<file path="src/rtl/dma_pkg.sv">
// dma_pkg
//   Shared types and default widths for the DMA copy sequencer.
//   state_t : sequencer states (IDLE, READ, WRITE, DONE), 2-bit encoded.
//   *_DEF   : default address / length / data widths used by the modules.
package dma_pkg;

  localparam int ADDR_W_DEF = 16;
  localparam int LEN_W_DEF  = 16;
  localparam int DATA_W_DEF = 8;

  typedef enum logic [1:0] {
    IDLE  = 2'd0,
    READ  = 2'd1,
    WRITE = 2'd2,
    DONE  = 2'd3
  } state_t;

endpackage

</file>
<file path="src/rtl/dma_ptr_unit.sv">
// dma_ptr_unit
//   Source pointer, destination pointer and remaining-byte counter for the
//   DMA copy sequencer. Pointers wrap silently modulo 2**ADDR_W.
// Ports
//   CLK, nRST          clock, asynchronous active-low reset
//   load               capture src_in/dst_in/len_in (wins over inc/dec)
//   src_in, dst_in     base addresses to load
//   len_in             byte count to load
//   src_inc            advance source pointer by one
//   dst_inc            advance destination pointer by one
//   rem_dec            decrement remaining count by one
//   src_ptr, dst_ptr   current pointers
//   remaining          bytes still to be written
//   rem_is_one         remaining == 1 (current write is the last byte)
module dma_ptr_unit
  import dma_pkg::*;
#(
  parameter int ADDR_W = ADDR_W_DEF,
  parameter int LEN_W  = LEN_W_DEF
) (
  input  logic              CLK,
  input  logic              nRST,
  input  logic              load,
  input  logic [ADDR_W-1:0] src_in,
  input  logic [ADDR_W-1:0] dst_in,
  input  logic [LEN_W-1:0]  len_in,
  input  logic              src_inc,
  input  logic              dst_inc,
  input  logic              rem_dec,
  output logic [ADDR_W-1:0] src_ptr,
  output logic [ADDR_W-1:0] dst_ptr,
  output logic [LEN_W-1:0]  remaining,
  output logic              rem_is_one
);

  always_ff @(posedge CLK or negedge nRST) begin
    if (!nRST) begin
      src_ptr   <= '0;
      dst_ptr   <= '0;
      remaining <= '0;
    end else if (load) begin
      src_ptr   <= src_in;
      dst_ptr   <= dst_in;
      remaining <= len_in;
    end else begin
      if (src_inc) src_ptr   <= src_ptr + ADDR_W'(1);
      if (dst_inc) dst_ptr   <= dst_ptr + ADDR_W'(1);
      if (rem_dec) remaining <= remaining - LEN_W'(1);
    end
  end

  assign rem_is_one = (remaining == LEN_W'(1));

endmodule

</file>
<file path="src/rtl/dma_copy_ctrl.sv">
// dma_copy_ctrl
//   Byte-copy sequencer: reads one byte from the source pointer, loads it
//   into the external holding register, writes the holding register to the
//   destination pointer, and repeats for LEN bytes.
// Ports
//   CLK, nRST              clock, asynchronous active-low reset
//   start                  begin a transfer (accepted only when idle)
//   abort                  cancel the current transfer
//   src_addr, dst_addr     base addresses, sampled on accepted start
//   length                 byte count, sampled on accepted start
//   mem_ren, mem_wen       memory read / write request, held until mem_ready
//   mem_addr, mem_wdata    memory address and write data
//   mem_rdata, mem_ready   memory read data and completion
//   reg_wen, reg_wdata     holding-register load strobe and data
//   reg_data               holding-register contents
//   busy                   not idle
//   done, aborted          one-cycle completion / cancellation pulses
//
// state | meaning
// ------+------------------------------------------------------------
// IDLE  | waiting for start; no memory strobes
// READ  | mem_ren at src_ptr; read data goes straight to holding reg
// WRITE | mem_wen at dst_ptr with holding-register contents
// DONE  | one cycle with done high, then back to IDLE
module dma_copy_ctrl
  import dma_pkg::*;
#(
  parameter int ADDR_W = ADDR_W_DEF,
  parameter int LEN_W  = LEN_W_DEF,
  parameter int DATA_W = DATA_W_DEF
) (
  input  logic              CLK,
  input  logic              nRST,
  input  logic              start,
  input  logic              abort,
  input  logic [ADDR_W-1:0] src_addr,
  input  logic [ADDR_W-1:0] dst_addr,
  input  logic [LEN_W-1:0]  length,
  output logic              mem_ren,
  output logic              mem_wen,
  output logic [ADDR_W-1:0] mem_addr,
  output logic [DATA_W-1:0] mem_wdata,
  input  logic [DATA_W-1:0] mem_rdata,
  input  logic              mem_ready,
  output logic              reg_wen,
  output logic [DATA_W-1:0] reg_wdata,
  input  logic [DATA_W-1:0] reg_data,
  output logic              busy,
  output logic              done,
  output logic              aborted
);

  state_t            state;
  logic [ADDR_W-1:0] src_ptr;
  logic [ADDR_W-1:0] dst_ptr;
  logic [LEN_W-1:0]  remaining;
  logic              rem_is_one;
  logic              load;
  logic              rd_fire;
  logic              wr_fire;

  // A request completes only when the memory is ready and no abort is
  // being taken; abort wins so nothing advances on the abort cycle.
  assign load    = (state == IDLE) && start;
  assign rd_fire = (state == READ)  && mem_ready && !abort;
  assign wr_fire = (state == WRITE) && mem_ready && !abort;

  dma_ptr_unit #(
    .ADDR_W (ADDR_W),
    .LEN_W  (LEN_W)
  ) u_ptr (
    .CLK        (CLK),
    .nRST       (nRST),
    .load       (load),
    .src_in     (src_addr),
    .dst_in     (dst_addr),
    .len_in     (length),
    .src_inc    (rd_fire),
    .dst_inc    (wr_fire),
    .rem_dec    (wr_fire),
    .src_ptr    (src_ptr),
    .dst_ptr    (dst_ptr),
    .remaining  (remaining),
    .rem_is_one (rem_is_one)
  );

  // done/aborted are set on the transition, so they are high exactly in
  // the first cycle of DONE / of the IDLE that follows an abort.
  always_ff @(posedge CLK or negedge nRST) begin
    if (!nRST) begin
      state   <= IDLE;
      done    <= 1'b0;
      aborted <= 1'b0;
    end else begin
      done    <= 1'b0;
      aborted <= 1'b0;
      case (state)
        IDLE: begin
          if (start) begin
            if (length == '0) begin
              state <= DONE;
              done  <= 1'b1;
            end else begin
              state <= READ;
            end
          end
        end
        READ: begin
          if (abort) begin
            state   <= IDLE;
            aborted <= 1'b1;
          end else if (mem_ready) begin
            state <= WRITE;
          end
        end
        WRITE: begin
          if (abort) begin
            state   <= IDLE;
            aborted <= 1'b1;
          end else if (mem_ready) begin
            if (rem_is_one) begin
              state <= DONE;
              done  <= 1'b1;
            end else begin
              state <= READ;
            end
          end
        end
        DONE: begin
          state <= IDLE;
          if (abort) aborted <= 1'b1;
        end
        default: state <= IDLE;
      endcase
    end
  end

  // Strobes and address decode directly from the state register, so they
  // stay stable across stalls and drop the cycle after an abort.
  assign busy      = (state != IDLE);
  assign mem_ren   = (state == READ);
  assign mem_wen   = (state == WRITE);
  assign mem_addr  = (state == READ)  ? src_ptr :
                     (state == WRITE) ? dst_ptr : '0;
  assign mem_wdata = (state == WRITE) ? reg_data : '0;

  // Read data is forwarded to the holding register in the completing cycle.
  assign reg_wen   = rd_fire;
  assign reg_wdata = rd_fire ? mem_rdata : '0;

endmodule

</file>
<file path="config.mk">
export PLATFORM = sky130hd
export DESIGN_NAME = dma_copy_ctrl
export DESIGN_NICKNAME = d
export VERILOG_FILES = /design/src/rtl/dma_pkg.sv /design/src/rtl/dma_ptr_unit.sv /design/src/rtl/dma_copy_ctrl.sv
export SDC_FILE = /design/constraint.sdc
export NUM_CORES = 1
export LEC_CHECK = 0
export BUFFER_PORTS_ARGS = -buffer_cell sky130_fd_sc_hd__buf_2
export CAP_MARGIN = 5
export CORE_UTILIZATION = 57
export CTS_BUF_LIST = sky130_fd_sc_hd__clkbuf_8
export CTS_CLUSTER_SIZE = 16
export DETAILED_ROUTE_END_ITERATION = 8
export PLACE_DENSITY_LB_ADDON = 0.2
export SYNTH_ARGS = -nofsm -noshare
export SYNTH_HDL_FRONTEND = slang
export SYNTH_SLANG_ARGS = --single-unit
</file>
<file path="constraint.sdc">
create_clock -name CLK -period 3.9 [get_ports CLK]
set_input_delay 0.585 -clock CLK [delete_from_list [all_inputs] [get_ports CLK]]
set_output_delay 0.585 -clock CLK [all_outputs]
set_load 0.03 [all_outputs]
</file>
# After elaboration in Yosys (flattened, before gate mapping)
# Cells that the tools add are included.
# word_totals
reg_bits	52
out_inout_bits	38
elab_cells	55
# classes
n_addsub	3
n_eq_ne	7
muxes	26
reduce_logical	13
# op_table
operator	count
$mux 16	8
$add 16x1->16 const B	2
$eq 16x1->1 const B	1
$logic_not 16->1	1
$mux 8	2
$sub 16x1->16 const B	1
$mux 2	7
$pmux 2 s4	1
$mux 1	7
$ne 3x2->1 const B	2
$reduce_bool 2->1	3
$logic_and 1x1->1	5
$eq 2x2->1 const B	2
$reduce_and 3->1	1
$reduce_or 3->1	1
$eq 2x1->1 const B	1
$logic_not 2->1	1
$ne 2x2->1 const B	1
$pmux 1 s2	1
$logic_not 1->1	1

# Depth between registers and ports, before layout
# Gate-level depths: netlist of run 1.
# logic_depth
ltp_word	5
mapped_depth	6
mapped_depth_nobuf	6

# Cells and area by module
# From an unflattened synthesis of run 1, not the netlist that was laid out.
# unflattened
hier_cells	377
area_unflattened_um2	3318.2
# by_module_without_submodules
module	n_inst	cells_each	area_per_inst_um2
dma_ptr_unit	1	310	2782.7
dma_copy_ctrl	1	67	535.5

# Worst setup path before layout of run 1
# Ideal clock, no wire load.
# synth_path
path_kind	input to output
from	in abort
to	out reg_wdata[0]
t_arrival_ns	1.845
t_required_ns	3.315
slack_ns	1.470
cell_stages	5
cell_sequence	nand4bb_1 -> buf_6 -> inv_1 -> clkbuf_1 -> and2_1
# synth_via
elab_chain_len	3
# synth_rtl
item	line	rtl
start, declared	dma_copy_ctrl.sv:35	input logic abort,
$logic_not 1->1	dma_copy_ctrl.sv:65	assign rd_fire = (state == READ) && mem_ready && !abort;
$logic_and 1x1->1	dma_copy_ctrl.sv:65	
via reg_wen	dma_copy_ctrl.sv:45	output logic reg_wen,
$mux 8	dma_copy_ctrl.sv:149	assign reg_wdata = rd_fire ? mem_rdata : '0;
end, declared	dma_copy_ctrl.sv:46	output logic [DATA_W-1:0] reg_wdata,
# The timed path passes the listed nets, and every way through them passes these cells.

# Worst setup path after layout of run 1
# layout_path
from	reg state[1]
to	out reg_wdata[3]
# layout_via
elab_chain_len	4
# layout_rtl
item	line	rtl
start, declared	dma_copy_ctrl.sv:53	state_t state;
start signal, assigned	dma_copy_ctrl.sv:91	state <= IDLE;
start signal, assigned	dma_copy_ctrl.sv:101	state <= DONE;
start signal, assigned	dma_copy_ctrl.sv:104	state <= READ;
$eq 2x1->1	dma_copy_ctrl.sv:65	
$logic_and 1x1->1 (2 in series)	dma_copy_ctrl.sv:65	
$mux 8	dma_copy_ctrl.sv:149	
# Every way passes these cells.

==> results of run 1 <==
## per-layer routing
layer / vias to the layer above / track usage, % / wire, µm
li1: 1571 / - / -
met5: - / 0 / 0
met4: 0 / 11.1 / 138
met2: 160 / 46.1 / 3970
met3: 13 / 5.83 / 640
met1: 1629 / 39.8 / 3680
## stage by stage
step	power, W	hold WS (ns)	cells	setup slack, ns
after CTS	0.00185	0.385	538	1.40
after floorplan	0.00131	0.289	366	1.47
after detailed placement	0.00153	0.522	530	1.48
final	0.00186	0.373	538	1.41
after global placement	0.00150	0.519	530	1.51
after global routing	0.00197	0.433	538	1.30
## power by group through the flow
stage	Clock, W	Combinational [W]	Sequential (W)
global placement	0	0.000640	0.000862
detailed placement	0	0.000658	0.000869
floorplan	0	0.000489	0.000817
finish	0.000328	0.000660	0.000867
CTS	0.000335	0.000661	0.000859
global route	0.000352	0.000731	0.000889
## registers in the layout, summed over array words and instances (netlist names)
signal / cells
u_ptr.remaining: 16
u_ptr.src_ptr: 16
state: 2
u_ptr.dst_ptr: 16
done: 1
aborted: 1
## logic make-up after synthesis
logic type               synth area share (%)
XOR/XNOR                                 3.53
flip-flops                               40.4
buffers and inverters                    4.07
AND/OR/NAND/NOR                          28.9
adder cells (fa/ha/maj)                  1.55
multiplexers                            0.931
AO/OA/AOI/OAI                            20.6
## path summary, 6_finish.rpt
check,startpoint,depth (start not counted),slack (ns),endpoint
min reg2reg,u_ptr.remaining[13]$_DFFE_PN0P_,2,0.53,u_ptr.remaining[13]$_DFFE_PN0P_
min,nRST,1,0.37,u_ptr.remaining[10]$_DFFE_PN0P_
min in group CLK,src_addr[11],3,0.47,u_ptr.src_ptr[11]$_DFFE_PN0P_
max,state[1]$_DFFE_PN0P_,5,1.41,reg_wdata[3]
max in group asynchronous,nRST,2,2.77,u_ptr.dst_ptr[15]$_DFFE_PN0P_
max reg2reg,state[0]$_DFFE_PN0P_,4,1.80,u_ptr.dst_ptr[3]$_DFFE_PN0P_
## cell type report
class	instances	area, µm²
clock inverters	3	26.3
flip-flops and latches	52	1300
fillers	449	1570
clock buffers	5	68.8
well taps	72	90.1
inverters	11	41.3
multi-input cells	282	1800
repair buffers	113	583
## cells in the final DEF (no fill, tap or decap), types with 4 or more instances in the layout
master / synthesis / routed
buf_2: 3 / 106
nand2_1: 54 / 54
dfrtp_1: 52 / 52
o21ai_0: 23 / 23
and2_1: 19 / 19
nand4_1: 17 / 17
nor2_1: 16 / 16
o211ai_1: 15 / 15
a22o_1: 14 / 14
nand3_1: 12 / 12
inv_1: 11 / 11
xnor2_1: 9 / 9
nor3_1: 8 / 8
o311ai_0: 8 / 8
nor4_1: 7 / 7
buf_4: 0 / 7
or3_1: 6 / 6
or4_1: 6 / 6
a31oi_1: 6 / 6
clkbuf_8: 0 / 5
or2_2: 4 / 4
and3_1: 4 / 4
xor2_1: 4 / 4
a221o_1: 4 / 4
ha_1: 4 / 4
==> impl_results.md, run 1 <==
* Crit path max-delay family: buffers and inverters
* Initial antenna violation count at 0
* Comb pwr share at 35.6%
* Clock power frac at around 18%
* Detailed-route DRC error count at 0
* Die area at roughly 6000 µm²
* Number of flops mapped to enable cells by yosys at 0
* Max-slew violations at 0
* Yosys cell types at 55
* Crit-path slowest cell: dfrtp_1
* Status: finished clean
* Final WL at about 8.4 mm
* RSZ-0062 raised after global routing: false
* GRT Util Overall at about 30%
* GRT Residual Overflow at 0
* Crit share post-route at 63.9%
* Vias per cell at approximately 6.3
* Pwr dens at around 470 nW/µm²
* Clk slew on worst S/H paths at ~0.10 ns
* Max FO, Critical Path at 14
* Post_cts resized at 0
* Die W at roughly 77 µm
* NumNets Final at around 540
* Final Cell Area at 3910 µm²
* Synth warn at 0
* Initial cell density of the core at between 50 and 60%
* Area Growth Syn to Fin at 21.2%
* CP Launch Type: flop
* Yosys top cell by area: dfrtp_1
* Crit path kind: reg2out
* Endpoints failing setup at 0
* Net Sw Frac at approximately two fifths
* WP data required at between 3 and 4 ns
* # Post-CTS Setup Buffers at 0
* Initial DRC count at 280
* Sequential area share after synthesis at between 40% and 50%
* Via Count at roughly 3400
* Asr flop ratio synth at 100%
* Ant. Diodes at 0
* Port bufs at 106
* Clk_skew at ~0.0081 ns
* First-pass detailed-route iteration total at 5
* Final hold vios at 0
* Worst-margin pin slew at 0.858 ns
* Most frequent cell after synthesis: nand2_1
* Max Cap Viol at 0
* Type of the worst min-delay path: in2async
* Share of layout cells above drive strength 1 at 28.8%
* Mapped cell area at 3220 µm²
* Fin util at between 70% and 80%
* Post-Syn Instances at roughly 370
* IO Pins at 107
* Vias in the first global route at 3059
* Lkg Pwr at ~1.8 nW
* Post-route ant nets at 0
* Max Fclk at between 0.4 and 0.5 GHz
* Worst slew margin at 42.8%
* WP buf/inv at 3
* Global-route wire length before repair at 13.9 mm
* Int Pwr at 0.00108 W
* Cts-stage hold buffer count at 0
* CP Capture Type: output port
* Row cnt at 27
* Commonest cells in the netlist: 54 x nand2_1, 52 x dfrtp_1, 23 x o21ai_0, 19 x and2_1, 17 x nand4_1
* Routed WL per cell at around 16 µm
* Crit-path cells: nand4bb_1 -> buf_4 -> inv_1 -> and2_1 -> buf_2
* Synth area leaders: dfrtp_1 40%, nand2_1 6.3%, a22o_1 3.8%, and2_1 3.7%, o21ai_0 3.6%
* Post-synth top area share at roughly 40%
* Post-DP HPWL at approximately 6.2 mm
* Area post-placement at ~3800 µm²
* CTS tree: yes
* Reg power frac at 46.8%
* Worst vdd ir at ~300 µV
* Routability congestion estimate from global placement at 0.862
* CTS Buf Count at 5
* Arrival time worst endpoint at ~1.9 ns
* CTS Sinks at 52
* Total core area at 5470 µm²
* Root Driver: clkbuf_8
* Pin count of the biggest net entering global routing at 38
* Seq cells post-synth at 52
* Period minus WS final at approximately 2.5 ns
* Net Count, Synth at 439
* Net Switching at 0.000778 W
* Main synth FF type: dfrtp_1
* Clock Latency Late Sink at between 0.3 and 0.4 ns
* Setup TNS at 0 ns
* Die height at 77.2 µm
* Max clock buf depth at 2
* Syn Area/Cell at just under 9 µm²
* H-tree levels at 2
* Slowest stage delay, CP at ~0.47 ns
No activity file was read; power rests on OpenSTA's default activity.
==> run 2, diff against run 1 <==
- CORE_UTILIZATION: 57 -> 47
- clock period: 3.9 -> 2 ns (I/O delays scaled with it)
==> run 2 against run 1 <==
Compared with the run above:
- the run now ends with design-rule violations left
- worst hold slack worse by 0.19 ns
- clock-buffer cell count grew 1
- core utilization decreased by 8.0 points
- sequential power rose by 94%
- critical path type unchanged
==> impl_results.md, run 2 (synthesis gave the netlist of run 1 again) <==
* Routed WL per cell at around 16 µm
* Type of the worst min-delay path: in2reg
* Place WS at roughly 0.17 ns
* Initial DRC count at 204
* Crit share post-route at a little over nine tenths
* First-pass detailed-route iteration total at 8
* Pwr dens at about 900 nW/µm²
* Worst r2r dst: u_ptr.remaining[15]$_DFFE_PN0P_
* Most frequent cells in the layout: 98 x buf_2, 54 x nand2_1, 50 x dfrtp_1
* Hold wc startpoint: dst_addr[5]
* Vias per cell at 5.87
* CP Capture Type: output port
* Clk slew on worst S/H paths at 0.10 ns
* Ant. Diodes at 0
* Share of layout cells above drive strength 1 at about a third
* Max Fclk at 0.518 GHz
* Slowest stage delay, CP at approximately 0.45 ns
* Worst-margin pin slew at between 0.5 and 0.6 ns
* Multi-input gate area at 1820 µm²
* Lkg Pwr at 1.87 nW
* Violated checks: design-rule violations
* Worst R2R Path Depth at 4
* Clock Latency Late Sink at between 0.3 and 0.4 ns
* Root Driver: clkbuf_8
* Critical R2R Launch: u_ptr.remaining[12]$_DFFE_PN0P_
* Row cnt at 29
* Post-route ant nets at 0
* Initial cell density of the core at 49.6%
* Largest registers: u_ptr.dst_ptr (16), u_ptr.remaining (16), u_ptr.src_ptr (16)
* Pin count of the biggest net entering global routing at a little over 40
* Crit-path cells: nand4bb_4 -> buf_6 -> inv_4 -> buf_6 -> and2_1 -> buf_4
* IO Pins at between 100 and 150
* GRT Util Overall at approximately a quarter
* Fin worst setup slack at 0.0693 ns
* Inst Count DP at between 500 and 600
* Area Growth Syn to Fin at 27.7%
* Max FO, Critical Path at 8
* Worst hold slack at 0.185 ns
* Crit path kind: reg2out
* Status: finished, violations left
* Fin util at ~63%
* Max Cap Viol at 0
* Reg area at ~1300 µm²
* Setup slack, reg-to-reg at about 0.15 ns
* Crit-path slowest cell: dfrtp_2
* CTS tree: yes
* Arrival time worst endpoint at around 1.6 ns
* Initial antenna violation count at 0
* Die area at a little over 7000 µm²
* Final WL at approximately 8.9 mm
* CP Launch Type: flop
* CTS Sinks at between 50 and 60
* Worst slew margin at a little under two thirds
* Commonest non-fill, non-tap cell in the layout: buf_2
* Endpoints failing setup at 0
* Final hold vios at 0
* Hold Path Depth at 3
* RSZ-0062 raised after global routing: true
* NumNets Final at 553
* Detailed-route DRC error count at 9
* Total core area at approximately 6500 µm²
* Port bufs at 106
* Via Count at 3278
* Max-slew violations at 0
* Max clock buf depth at 2
* Most frequent CP cell: buf_6
* CTS Buf Count at 5
* Worst setup path startpoint: state[1]$_DFFE_PN0P_
* Clk_skew at about 0.011 ns
* H-tree levels at 2
* Vias in the first global route at between 3000 and 4000
* GRT Residual Overflow at 0
* WP data required at 1.70 ns
* Period minus WS final at ~1.9 ns
* Worst vdd ir at 496 µV
* Fin cells at 558
* Post-DP HPWL at between 6 and 7 mm
* Die W at ~85 µm
* Hold EP: u_ptr.dst_ptr[5]$_DFFE_PN0P_
* FILL cells at 562
* Die height at around 85 µm
* Routability congestion estimate from global placement at between 0.8 and 0.9
* Global-route wire length before repair at approximately 15 mm
==> run 2: what timing repair did <==
| item | 4_1_cts | 5_1_grt |
|---|---|---|
| resized for setup | 12 | 11 |
| cloned | 0 | 2 |
| pin swaps | 0 | 1 |
| setup buffers | 1 | 1 |
| endpoints found under the setup margin | 10 | 19 |
| hold buffers | 1 | 0 |
| endpoints found under the hold margin | 21 | 0 |
==> run 2: critical path, delay by kind of cell, from the launching register on <==
kind	cells	cell delay [ns]
buffers and inverters	4	0.50
DFF	1	0.45
and+or+nand+nor	2	0.38
==> run 2: layout make-up <==
class                      count  area share (%)
timing repair buffer         128            18.6
multi-input combinational    282            44.1
sequential                    52            31.7
inverter                      11            1.06
clock buffer                   6            2.01
clock inverter                 2           0.243
tap                           77            2.34
==> run 2: routing by layer <==
metal	vias to the layer above	track usage [%]	routed length [µm]	part of all wire, %
met5	-	0	0	0
met4	0	7.70	119	1.3
met3	10	4.77	522	5.9
met2	120	41.8	4160	47
met1	1544	34.8	4050	46
li1	1604	-	-	-
==> run 2: power breakdown <==
part / switching [W] / internal [W]
Sequential: 0.000359 / 0.00133
Combinational: 0.000793 / 0.000586
Clock: 0.000350 / 0.000277
Total: 0.00150 / 0.00219
==> run 2: through the flow <==
| stage | area, µm² | setup TNS [ns] | total power [W] |
|---|---|---|---|
| floorplan | 3230 | 0 | 0.00255 |
| global placement | 3920 | 0 | 0.00300 |
| detailed placement | 3920 | 0 | 0.00304 |
| CTS | 4070 | 0 | 0.00369 |
| global route | 4120 | -0.0128 | 0.00394 |
| finish | 4120 | 0 | 0.00369 |
==> run 2: worst max path at each step <==
stage,end,slack (ns),cells past startpoint
after global routing,reg_wdata[5],-0.006,6
after global placement,u_ptr.remaining[4]$_DFFE_PN0P_,0.22,4
after floorplan,reg_wdata[0],0.02,5
after detailed placement,u_ptr.remaining[15]$_DFFE_PN0P_,0.17,4
after CTS,reg_wdata[6],0.007,6
final,reg_wdata[4],0.07,6
==> run 3, diff against run 2 <==
- CORE_UTILIZATION: 47 -> 48
- SYNTH_HIERARCHICAL: default -> 1
==> run 3 against run 2 <==
Compared with the run above:
- the run now ends clean
- core utilization rose by 0.23 points
- synthesized cell count up 3.0%
- area after synthesis increased by 2.9%
- sequential cell count is the same
- clock skew decreased by 0.0048 ns
- critical path type unchanged
==> impl_results.md, run 3 <==
* Max-slew violations at 0
* Pin count of the biggest net entering global routing at 57
* Routed WL per cell at 15.5 µm
* Type of the worst min-delay path: in2reg
* Pwr dens at 872 nW/µm²
* Vias per cell at roughly 5.6
* Commonest cells in the netlist: 60 x nand2_1, 52 x dfrtp_1, 40 x o21ai_0, 22 x xnor2_1, 17 x and2_1
* CP Capture Type: output port
* Global-route wire length before repair at about 14 mm
* Net Count, Synth at 450
* Final Cell Area at ~4100 µm²
* Post-route ant nets at 0
* WP data required at about 1.7 ns
* CTS Sinks at 52
* Number of flops mapped to enable cells by yosys at 0
* Largest registers: u_ptr/dst_ptr (16), u_ptr/remaining (16), u_ptr/src_ptr (16)
* IO Pins at about 110
* Total core area at around 6500 µm²
* Routability congestion estimate from global placement at between 0.8 and 0.9
* Asr flop ratio synth at 100%
* Yosys cell types at 44
* Final hold vios at 0
* Detailed-route DRC error count at 0
* Mapped cell area at ~3300 µm²
* Fin worst setup slack at a little under 0.05 ns
* Worst slew margin at around 73%
* Main synth FF type: dfrtp_1
* Synth warn at 6
* Period minus WS final at 1.95 ns
* WL met1 at roughly 4.2 mm
* Syn Area/Cell at between 8 and 9 µm²
* CTS tree: yes
* Post-Syn Instances at 377
* Total power at roughly 0.0036 W
* First-pass detailed-route iteration total at 4
* Sequential area share after synthesis at roughly two fifths
* Clk_skew at between 0.006 and 0.007 ns
* Crit share post-route at between 90% and 100%
* Vias in the first global route at between 2000 and 3000
* Die height at 85.1 µm
* Setup TNS at 0 ns
* NumNets Final at 560
* Worst-margin pin slew at between 0.4 and 0.5 ns
* Met2 routed WL at 3.99 mm
* Ant. Diodes at 0
* CP Launch Type: flop
* FILL cells at ~560
* GRT Residual Overflow at 0
* Yosys top cell by area: dfrtp_1
* Clock Latency Late Sink at around 0.31 ns
* Synth area leaders: dfrtp_1 39%, nand2_1 6.8%, o21ai_0 6.0%, xnor2_1 5.8%, a22o_1 4.2%
* Wire length on met3 at ~530 µm
* Most frequent cells in the layout: 104 x buf_2, 60 x nand2_1, 51 x dfrtp_1
* Post-synth top area share at about two fifths
* Max FO, Critical Path at 14
* Max Cap Viol at 0
* Post-DP HPWL at between 6 and 7 mm
* Die W at approximately 85 µm
* Port bufs at ~110
* Max Fclk at 0.513 GHz
* Status: finished clean
* Initial cell density of the core at between 50% and 60%
* Place WS at 0.00549 ns
* Area post-placement at between 4000 and 5000 µm²
* Arrival time worst endpoint at around 1.7 ns
* Fin util at roughly 64%
* Initial DRC count at about 170
* Area Growth Syn to Fin at 24.5%
* Clk slew on worst S/H paths at roughly 0.09 ns
* Via Count at about 3200
* Row cnt at 29
* Commonest non-fill, non-tap cell in the layout: buf_2
* Die area at slightly above 7000 µm²
* Crit path kind: reg2out
* RSZ-0062 raised after global routing: false
* Endpoints failing setup at 0
* Initial antenna violation count at 0
* Seq cells post-synth at 52
* Lkg Pwr at 1.84 nW
* Max clock buf depth at 2
* Most frequent cell after synthesis: nand2_1
* Share of layout cells above drive strength 1 at ~30%
* CTS Buf Count at 5
* GRT Util Overall at 24.9%
* Final WL at around 9 mm
* Root Driver: clkbuf_8
* Highest routed layer: met4
* H-tree levels at 2
* Worst vdd ir at 419 µV
## run 3: critical path, stage by stage (launching register included)
cell and delay [ns]:
dfrtp_1 0.39, buf_4 0.15, nor2b_2 0.15, and3_4 0.19
buf_6 0.14, and2_1 0.15, buf_2 0.17
## run 3: logic make-up after synthesis
logic type	synth area share, %
AND/OR/NAND/NOR	29.9
multiplexers	2.19
buffers and inverters	4.30
XOR/XNOR	9.77
flip-flops	39.2
AO/OA/AOI/OAI	13.1
adder cells (fa/ha/maj)	1.51
## run 3: layout make-up
class / count / area, µm² / share of cell area [%]
inverter: 10 / 37.5 / 0.908
clock inverter: 2 / 7.51 / 0.182
timing repair buffer: 123 / 694 / 16.8
clock buffer: 6 / 82.6 / 2.00
sequential: 52 / 1300 / 31.5
tap: 77 / 96.3 / 2.33
multi-input combinational: 295 / 1910 / 46.3
## run 3: final timing paths
| path | slack (ns) | startpoint | endpoint | cells after the start |
|---|---|---|---|---|
| max | 0.05 | state[0]$_DFFE_PN0P_ | reg_wdata[6] | 6 |
| min | 0.19 | dst_addr[0] | u_ptr/dst_ptr[0]$_DFFE_PN0P_ | 3 |
| max reg2reg | 0.05 | state[0]$_DFFE_PN0P_ | u_ptr/remaining[15]$_DFFE_PN0P_ | 5 |
| min reg2reg | 0.60 | u_ptr/src_ptr[14]$_DFFE_PN0P_ | u_ptr/src_ptr[14]$_DFFE_PN0P_ | 2 |
| max in group asynchronous | 1.25 | nRST | state[1]$_DFFE_PN0P_ | 3 |
| min in group asynchronous | 0.50 | nRST | aborted$_DFF_PN0_ | 3 |
## run 3: per-stage QoR
| stage | std cells | hold WS (ns) |
|---|---|---|
| floorplan | 377 | 0.00441 |
| global placement | 556 | 0.317 |
| detailed placement | 556 | 0.320 |
| CTS | 565 | 0.190 |
| global route | 565 | 0.191 |
| finish | 565 | 0.193 |
## run 3: timing repair
| action | CTS | global route |
|---|---|---|
| hold endpoints to repair | 52 | 0 |
| setup endpoints to repair | 0 | 15 |
| resized for setup | 0 | 10 |
| setup buffers | 0 | 0 |
| hold buffers | 1 | 0 |
## run 3: metal layers
metal,GRT usage (%),vias up
met5,0,-
met4,5.55,0
met3,4.38,5
met2,39.0,107
met1,36.1,1511
li1,-,1551
## run 3: where the power goes
part	internal, W	switching (W)
Sequential	0.00131	0.000361
Combinational	0.000548	0.000764
Clock	0.000273	0.000347
Total	0.00213	0.00147
